File: src/rtl/dca_matrix_mreg2store.sv
// dca_matrix_mreg2store
// Drains a completed matrix out of the matrix register (mreg) row by row.
// The first num_row rows go out as a tensor-row write stream with wlast on
// the final emitted row. The remaining rows are shifted out silently, so mreg
// is empty for the next matrix.
// Optional column masking: define DCA_MATRIX_STORE_COL_MASK_EN.
module dca_matrix_mreg2store #(
    parameter int MATRIX_SIZE_PARA = 4,
    parameter int TENSOR_PARA      = 0,
    localparam int MATRIX_NUM_ROW   = (MATRIX_SIZE_PARA < 1) ? 1 : MATRIX_SIZE_PARA,
    localparam int MATRIX_NUM_COL   = (MATRIX_SIZE_PARA < 1) ? 1 : MATRIX_SIZE_PARA,
    localparam int BW_TENSOR_SCALAR = (TENSOR_PARA == 1) ? 16 :
                                      (TENSOR_PARA == 2) ? 32 : 8,
    localparam int BW_TENSOR_ROW    = BW_TENSOR_SCALAR * MATRIX_NUM_COL,
    localparam int BW_ROW_NUM       = $clog2(MATRIX_NUM_ROW + 1),
    localparam int BW_COL_NUM       = $clog2(MATRIX_NUM_COL + 1)
) (
    input  logic                     clk,
    input  logic                     rstnn,
    input  logic                     clear,
    input  logic                     enable,
    output logic                     busy,
    output logic                     storereg_wready,
    input  logic                     storereg_wrequest,
    input  logic [BW_ROW_NUM-1:0]    num_row,
`ifdef DCA_MATRIX_STORE_COL_MASK_EN
    input  logic [BW_COL_NUM-1:0]    num_col,
`endif
    output logic                     mreg_move_renable,
    input  logic [BW_TENSOR_ROW-1:0] mreg_move_rdata_list1d,
    output logic                     store_tensor_row_wvalid,
    output logic                     store_tensor_row_wlast,
    output logic [BW_TENSOR_ROW-1:0] store_tensor_row_wdata,
    input  logic                     store_tensor_row_wready
);

    localparam logic [BW_TENSOR_SCALAR-1:0] TENSOR_ZERO = '0;
    localparam logic [BW_ROW_NUM-1:0] ROW_FULL = BW_ROW_NUM'(MATRIX_NUM_ROW);
    localparam logic [BW_ROW_NUM-1:0] ROW_LAST = BW_ROW_NUM'(MATRIX_NUM_ROW - 1);
    localparam logic [BW_ROW_NUM-1:0] ROW_ONE  = BW_ROW_NUM'(1);

    typedef enum logic [1:0] {
        IDLE  = 2'd0,
        SEND  = 2'd1,
        DRAIN = 2'd2
    } state_t;

    state_t                state;
    logic [BW_ROW_NUM-1:0] row_idx;
    logic [BW_ROW_NUM-1:0] num_row_q;
    logic [BW_ROW_NUM-1:0] num_row_clamped;
    logic                  hs;
    logic                  is_last;

`ifdef DCA_MATRIX_STORE_COL_MASK_EN
    localparam logic [BW_COL_NUM-1:0] COL_FULL = BW_COL_NUM'(MATRIX_NUM_COL);
    logic [BW_COL_NUM-1:0] num_col_q;
    logic [BW_COL_NUM-1:0] num_col_clamped;

    // Zero or out-of-range column counts mean "all columns"
    always_comb begin
        num_col_clamped = num_col;
        if ((num_col == '0) || (num_col > COL_FULL))
            num_col_clamped = COL_FULL;
    end
`endif

    // Zero or out-of-range row counts mean "all rows"
    always_comb begin
        num_row_clamped = num_row;
        if ((num_row == '0) || (num_row > ROW_FULL))
            num_row_clamped = ROW_FULL;
    end

    assign is_last                 = (row_idx == (num_row_q - ROW_ONE));
    assign store_tensor_row_wvalid = enable & (state == SEND);
    assign store_tensor_row_wlast  = (state == SEND) & is_last;
    assign hs                      = store_tensor_row_wvalid & store_tensor_row_wready;
    // mreg shifts on every accepted beat and on every enabled drain cycle
    assign mreg_move_renable       = hs | (enable & (state == DRAIN));
    assign storereg_wready         = (state == IDLE);
    assign busy                    = (state != IDLE);

    // Row data passes straight through from the mreg head, optionally column-masked
    always_comb begin
        store_tensor_row_wdata = mreg_move_rdata_list1d;
`ifdef DCA_MATRIX_STORE_COL_MASK_EN
        for (int unsigned i = 0; i < MATRIX_NUM_COL; i++) begin
            if (i >= 32'(num_col_q))
                store_tensor_row_wdata[i*BW_TENSOR_SCALAR +: BW_TENSOR_SCALAR] = TENSOR_ZERO;
        end
`endif
    end

    // Control FSM: row counter, latched limits, IDLE/SEND/DRAIN sequencing
    always_ff @(posedge clk or negedge rstnn) begin
        if (!rstnn) begin
            state     <= IDLE;
            row_idx   <= '0;
            num_row_q <= ROW_FULL;
`ifdef DCA_MATRIX_STORE_COL_MASK_EN
            num_col_q <= COL_FULL;
`endif
        end else if (clear) begin
            state     <= IDLE;
            row_idx   <= '0;
            num_row_q <= ROW_FULL;
`ifdef DCA_MATRIX_STORE_COL_MASK_EN
            num_col_q <= COL_FULL;
`endif
        end else if (enable) begin
            case (state)
                IDLE: begin
                    if (storereg_wrequest) begin
                        state     <= SEND;
                        row_idx   <= '0;
                        num_row_q <= num_row_clamped;
`ifdef DCA_MATRIX_STORE_COL_MASK_EN
                        num_col_q <= num_col_clamped;
`endif
                    end
                end
                SEND: begin
                    if (hs) begin
                        if (is_last && (row_idx == ROW_LAST)) begin
                            state   <= IDLE;
                            row_idx <= '0;
                        end else begin
                            if (is_last)
                                state <= DRAIN;
                            row_idx <= row_idx + ROW_ONE;
                        end
                    end
                end
                DRAIN: begin
                    if (row_idx == ROW_LAST) begin
                        state   <= IDLE;
                        row_idx <= '0;
                    end else begin
                        row_idx <= row_idx + ROW_ONE;
                    end
                end
                default: begin
                    state   <= IDLE;
                    row_idx <= '0;
                end
            endcase
        end
    end

endmodule

File: config.mk
export PLATFORM = sky130hd
export DESIGN_NAME = dca_matrix_mreg2store
export DESIGN_NICKNAME = d
export VERILOG_FILES = /design/src/rtl/dca_matrix_mreg2store.sv
export SDC_FILE = /design/constraint.sdc
export NUM_CORES = 1
export LEC_CHECK = 0
export ABC_AREA = 1
export CORE_MARGIN = 2
export CORE_UTILIZATION = 29
export CTS_CLUSTER_SIZE = 8
export DETAILED_ROUTE_END_ITERATION = 8
export GPL_TIMING_DRIVEN = 0
export PLACE_DENSITY = 0.73
export SLEW_MARGIN = 15
export SYNTH_ARGS = -nofsm -noshare
export SYNTH_HDL_FRONTEND = slang
export SYNTH_SLANG_ARGS = --single-unit
File: constraint.sdc
create_clock -name clk -period 1.57 [get_ports clk]
set_clock_uncertainty 0.1 [all_clocks]
set_input_delay 0.314 -clock clk [delete_from_list [all_inputs] [get_ports clk]]
set_output_delay 0.314 -clock clk [all_outputs]
set_load 0.005 [all_outputs]
Yosys cells after proc, flatten, opt, wreduce, memory -nomap -nowiden
Cells that the tools add are included.

word-level totals
  output and inout port bits = 37
  word-level logic and storage cells = 50
  flip-flop bits (word level) = 8
  input bits = 41

cells by class
  add/sub/neg operators = 2
  order comparisons = 1
  eq/ne operators = 8
  reductions and logical operators = 11
  muxes and demuxes = 20
  bitwise gates (word level) = 5

operators by type and width
  cell                                                    count
  two-way mux 3 bit                                       11
  two-way mux 2 bit                                       7
  case mux 3 bit (3 select lines)                         1
  nonzero test 2 bit                                      4
  inequality test 3 x 2 -> 1 bit (second input constant)  2
  case mux 2 bit (3 select lines)                         1
  AND reduction 3 bit                                     2
  AND reduction 5 bit                                     1
  bitwise AND 1 bit                                       4
  inequality test 4 x 3 -> 1 bit (second input constant)  1
  adder 3 x 1 -> 3 bit (second input constant)            1
  == test 3 x 2 -> 1 bit (second input constant)          1
  == test 3 bit                                           1
  > comparator 3 bit (second input constant)              1
  logical NOT 3 bit                                       1
  inequality test 3 bit (second input constant)           1
  subtractor 3 x 1 -> 3 bit (second input constant)       1
  == test 2 x 1 -> 1 bit (second input constant)          1
  == test 2 bit (second input constant)                   1
  logical NOT 2 bit                                       1
  logical AND 1 bit                                       1
  logical OR 1 bit                                        1
  OR 1 bit                                                1

Longest topological paths before layout
  depth in word-level cells = 8
  mapped depth = 12
  gate-level depth less buffers = 12

Least setup slack after synthesis
Ideal clock, no wire load.

  path type = reg2out
  start point = register num_row_q[0]
  end point = output store_tensor_row_wlast
  required time = 1.156 ns
  setup slack = 0.051 ns
  stages on the path, launching flop included = 8
  path buffers = 0
  arrival = 1.105 ns
  cells stage by stage = dfrtp_1 inv_1 ha_1 nand2_1 nand2_2 nor2_4 nand2_2 nor2_1

on the way
  cells in the longest elaborated chain, start to end = 3

ends and longest elaborated chain
  what                       RTL line  source
  from (decl)                50        logic [BW_ROW_NUM-1:0] num_row_q;
  from (signal assigned)     117       num_row_q <= num_row_clamped;
  subtractor 3 x 1 -> 3 bit  75        assign is_last = (row_idx == (num_row_q - ROW_ONE));
  == test 3 bit              75
  bitwise AND 1 bit          77        assign store_tensor_row_wlast = (state == SEND) & is_last;
  to (decl)                  32        output logic store_tensor_row_wlast,

Every way passes these cells.

Worst setup path after layout
Ends and elaborated chain as after synthesis.

==> impl.org <==
** Clock tree
- Clock buffer count from CTS :: 3
- CTS clk-pin slew, worst paths :: 60 ps
- Maximum clock path buffer count :: 2
- Clock tree from TritonCTS :: done
- Clock tree synthesis selected as its root buffer the cell sky130_fd_sc_hd__clkbuf_4.
- Count of clock tree sinks :: 8
- The later pin in the worst-skew pair is clocked with a latency of 260 ps.
- In this run the number of H-tree levels came out at 1.

** Yosys
- Largest family of logic cells by synthesized area :: buffers and inverters
- Count of distinct cell types in the synthesized netlist :: 20
- After synthesis, the share of cell area in mux cells is 0%.
- Counting every instance in the synthesized netlist gives 134.
- Summing the areas of all xor and xnor instances in the mapped netlist gives 0% of the synthesized area.
- FF+latch count, synth :: 8
- Synthesis warning total :: 0
- The synthesized netlist devotes 25.2% of its cell area to simple gates.
- Total nets after synthesis :: 183
- Summing the areas of all fa, ha and maj instances in the mapped netlist gives 10.6% of the synthesized area.
- Average cell area after synthesis :: 7.04 µm²
- The mapped netlist covers 943 µm².
- The synthesized netlist devotes 7.03% of its cell area to compound gates.
- Sequential elements use 21.4% of the synthesized area.

** Layout
- Post-synthesis to final-layout area growth :: 78.2%
- For this run, the post-layout net count is 248.
- After routing the design area is 0.00168 mm².
- Number of diodes added for antenna fixing :: 0
- Measured on the finished design, the core utilization comes to 54.6%.
- Layout cells sized above 1 :: 49.5%

** STA
- Setup repair after global routing missed its margin :: true
- Dividing the final minimum period by the clock period gives 121%.
- Number of endpoints with negative hold slack in the final report :: 0
- Once routing completed, OpenROAD measured the worst setup slack at -332 ps.
- Derived from the worst setup path, the maximum achievable clock frequency is 0.526 GHz.
- Final setup viols :: 10
- For the pin with the worst max-slew slack, the measured transition is 387 ps.
- Headroom to the max-slew limit came out at 74.2%.
- Final-report max-slew violation count :: 0
- Counting I/O delays and the setup requirement, the final critical path takes 1900 ps.

** Global routing
- Total routing usage reported by global routing :: 12.5%
- Global-route wire length before repair :: 3.44 mm
- The initial antenna violation count was 0.
- Final global-route overflow total :: 0
- Number of global-route vias before repair :: 890
- Largest net degree at the start of global routing :: 9

** Detailed routing
- Initial DRC count :: 11
- Detailed-route vias per instance :: 4.07
- Routed vias :: 985
- The first TritonRoute pass finished after 5 iterations.
- Antenna-violating nets left :: 0
- Wires add up to 2.40 mm.
- Wire length per cell after detailed routing :: 9.93 µm
- In the routed design, unresolved DRC markers number 0.

** Power
- Switching power :: 562 µW
- Leakage Power :: 0.840 nW
- Share of total power in sequential cells :: 19.6%
- The internal power of the cells totals 908 µW.
- Power share of the clock group :: 11.7%
- In this run the power density over the cells is 874 mW/mm².
- Switching power share of the total :: 38.2%
- Max VDD drop :: 0.332 mV
- Combinational cell fraction of total power :: 68.7%

** Worst setup path
- Counting both buffers and inverters, the worst setup path holds a total of 3.
- Sequence of cells on the critical path :: inv_2 > ha_4 > inv_2 > nand2_2 > nand2_2 > nor2_4 > nand2_2 > nor2_1 > buf_2
- On the worst path, the slowest cell contributes a delay of 370 ps.
- Among the stages of the critical path, the cell type that occurs most often is sky130_fd_sc_hd__nand2_2.
- Reg2reg start :: num_row_q[0]$_DFFE_PN0P_
- For this design, the slowest cell found on the critical path is sky130_fd_sc_hd__dfrtp_1.
- The kind of cell with the highest combined delay along the critical path is simple AND/OR/NAND/NOR gates.
- Register-to-register setup slack :: -170 ps
- The critical path is of the flop to output pin type.
- Data required, critical path :: 1160 ps
- Count of cells along the worst register-to-register path :: 13
- FF-to-FF End :: row_idx[0]$_DFFE_PN0P_
- Path length in cells of the critical path :: 9
- At the worst endpoint, the arrival time is 1490 ps.
- Worst setup path startpoint :: num_row_q[0]$_DFFE_PN0P_
- Crit start category :: flop
- The worst setup path is captured at an output pin.
- Worst Path Max Fanout :: 2
- The most critical setup path has its endpoint at store_tensor_row_wlast.

** Die
- 78 I/O pins were placed.
- Initial core utilization :: 30.7%
- Count of standard-cell rows :: 20
- Core Region :: 0.00308 mm²
- Die Area :: 0.00373 mm²
- The die is 61.0 µm wide.
- Die span in y :: 61.0 µm

** Worst hold path
- Min-Delay Path Class :: primary input to asynchronous set/reset pin

** Run status
- Violations in the final reports :: setup timing
- The flow ran to the end, but the final reports show violations.

** Placement
- The wire-length estimate of the detail-placed layout is 1.75 mm.
- The placed instances occupy a cell area of 0.00145 mm².
- Input and output buffers added on the ports amount to 45.
- Global placement routability congestion :: 0.807

** Flow run
- Max-cap violations in this run came to 0.
-- power groups by stage --
stage          registers (mW)  clock network, mW  logic, mW
3_3_place_gp            0.282                  0      0.660
6_report                0.288              0.172       1.01
4_1_cts                 0.280              0.181      0.868
3_5_place_dp            0.283                  0      0.673
5_1_grt                 0.292              0.189       1.10
2_1_floorplan           0.276                  0      0.402
-- final cells by class --
type	count	area, µm²
Fill cell	273	1400
Timing Repair Buffer	60	566
Tap cell	44	55.1
Inverter	26	97.6
Multi-Input combinational cell	68	495
Clock buffer	4	26.3
Sequential cell	8	201
Buffer	32	240
-- cell usage after synthesis --
cell	count	area share [%]
sky130_fd_sc_hd__dfstp_2	1	2.8
sky130_fd_sc_hd__a21oi_2	1	0.93
sky130_fd_sc_hd__nand3_2	2	2.1
sky130_fd_sc_hd__o21ai_0	1	0.53
sky130_fd_sc_hd__o21ai_1	3	1.6
sky130_fd_sc_hd__buf_4	32	25
sky130_fd_sc_hd__dfrtp_1	7	19
sky130_fd_sc_hd__o21ai_4	1	1.7
sky130_fd_sc_hd__inv_1	21	8.4
sky130_fd_sc_hd__o21ai_2	1	0.93
sky130_fd_sc_hd__nor2_1	6	2.4
sky130_fd_sc_hd__ha_1	8	11
sky130_fd_sc_hd__nor2_4	1	1.2
sky130_fd_sc_hd__nor3_1	1	0.53
sky130_fd_sc_hd__nand2_2	8	5.3
sky130_fd_sc_hd__nand3_1	2	1.1
sky130_fd_sc_hd__o22ai_1	2	1.3
sky130_fd_sc_hd__or2_2	1	0.66
sky130_fd_sc_hd__nand2_1	30	12
sky130_fd_sc_hd__inv_2	5	2.0
-- cell families (layout without fill, tap and decap cells) --
logic type / after synthesis / after routing
buffers and inverters: 58 / 122
AND/OR/NAND/NOR: 51 / 51
AO/OA/AOI/OAI: 9 / 9
adder cells (fa/ha/maj): 8 / 8
flip-flops: 8 / 8
-- metrics by stage --
stage / total power, mW / worst slack, ps / instances / hold slack (ps) / setup TNS (ps)
after floorplan: 0.678 / 51.0 / 134 / -81.6 / 0
after global placement: 0.942 / -500 / 223 / 367 / -1690
after detailed placement: 0.956 / -518 / 223 / 369 / -1820
after CTS: 1.33 / -293 / 238 / 246 / -756
after global routing: 1.58 / -414 / 242 / 246 / -1880
final: 1.47 / -332 / 242 / 243 / -1240
-- flip-flops by register name, summed over array words and instances (netlist names) --
signal     cells
num_row_q      3
state          2
row_idx        3
-- layer usage --
| layer | wire length [µm] | vias to the layer above | global-route usage [%] |
|---|---|---|---|
| met5 | 0 | - | 0 |
| met1 | 888 | 441 | 13.1 |
| met4 | 0 | 0 | 2.80 |
| li1 | - | 498 | - |
| met3 | 206 | 0 | 5.25 |
| met2 | 1310 | 46 | 23.3 |
-- worst min-delay path by stage --
stage	slack, ps	endpoint	depth (start not counted)
global route	250	row_idx[2]$_DFFE_PN0P_	1
finish	240	row_idx[2]$_DFFE_PN0P_	1
floorplan	-80	num_row_q[0]$_DFFE_PN0P_	0
global placement	370	num_row_q[2]$_DFFE_PN1P_	2
detailed placement	370	num_row_q[2]$_DFFE_PN1P_	2
CTS	250	row_idx[2]$_DFFE_PN0P_	1
-- repair_timing --
item,4_1_cts,5_1_grt
buffers inserted,11,5
pin swaps,5,6
gates resized for setup,35,19
setup endpoints to repair,9,10
hold buffers,0,0
-- layout by cell type (no fill, tap or decap), types with 2 or more instances in the layout --
cell type / count
sky130_fd_sc_hd__inv_2: 12
sky130_fd_sc_hd__buf_4: 43
sky130_fd_sc_hd__o21ai_1: 2
sky130_fd_sc_hd__clkdlybuf4s50_1: 40
sky130_fd_sc_hd__ha_1: 4
sky130_fd_sc_hd__buf_2: 3
sky130_fd_sc_hd__o21ai_2: 3
sky130_fd_sc_hd__nor2_1: 4
sky130_fd_sc_hd__nand3_2: 3
sky130_fd_sc_hd__clkbuf_4: 3
sky130_fd_sc_hd__nand2_1: 25
sky130_fd_sc_hd__dfrtp_1: 7
sky130_fd_sc_hd__nand2_2: 12
sky130_fd_sc_hd__inv_1: 14
sky130_fd_sc_hd__ha_4: 4
sky130_fd_sc_hd__buf_6: 6
sky130_fd_sc_hd__nor2_2: 2
Power figures use the tool's default switching activity.
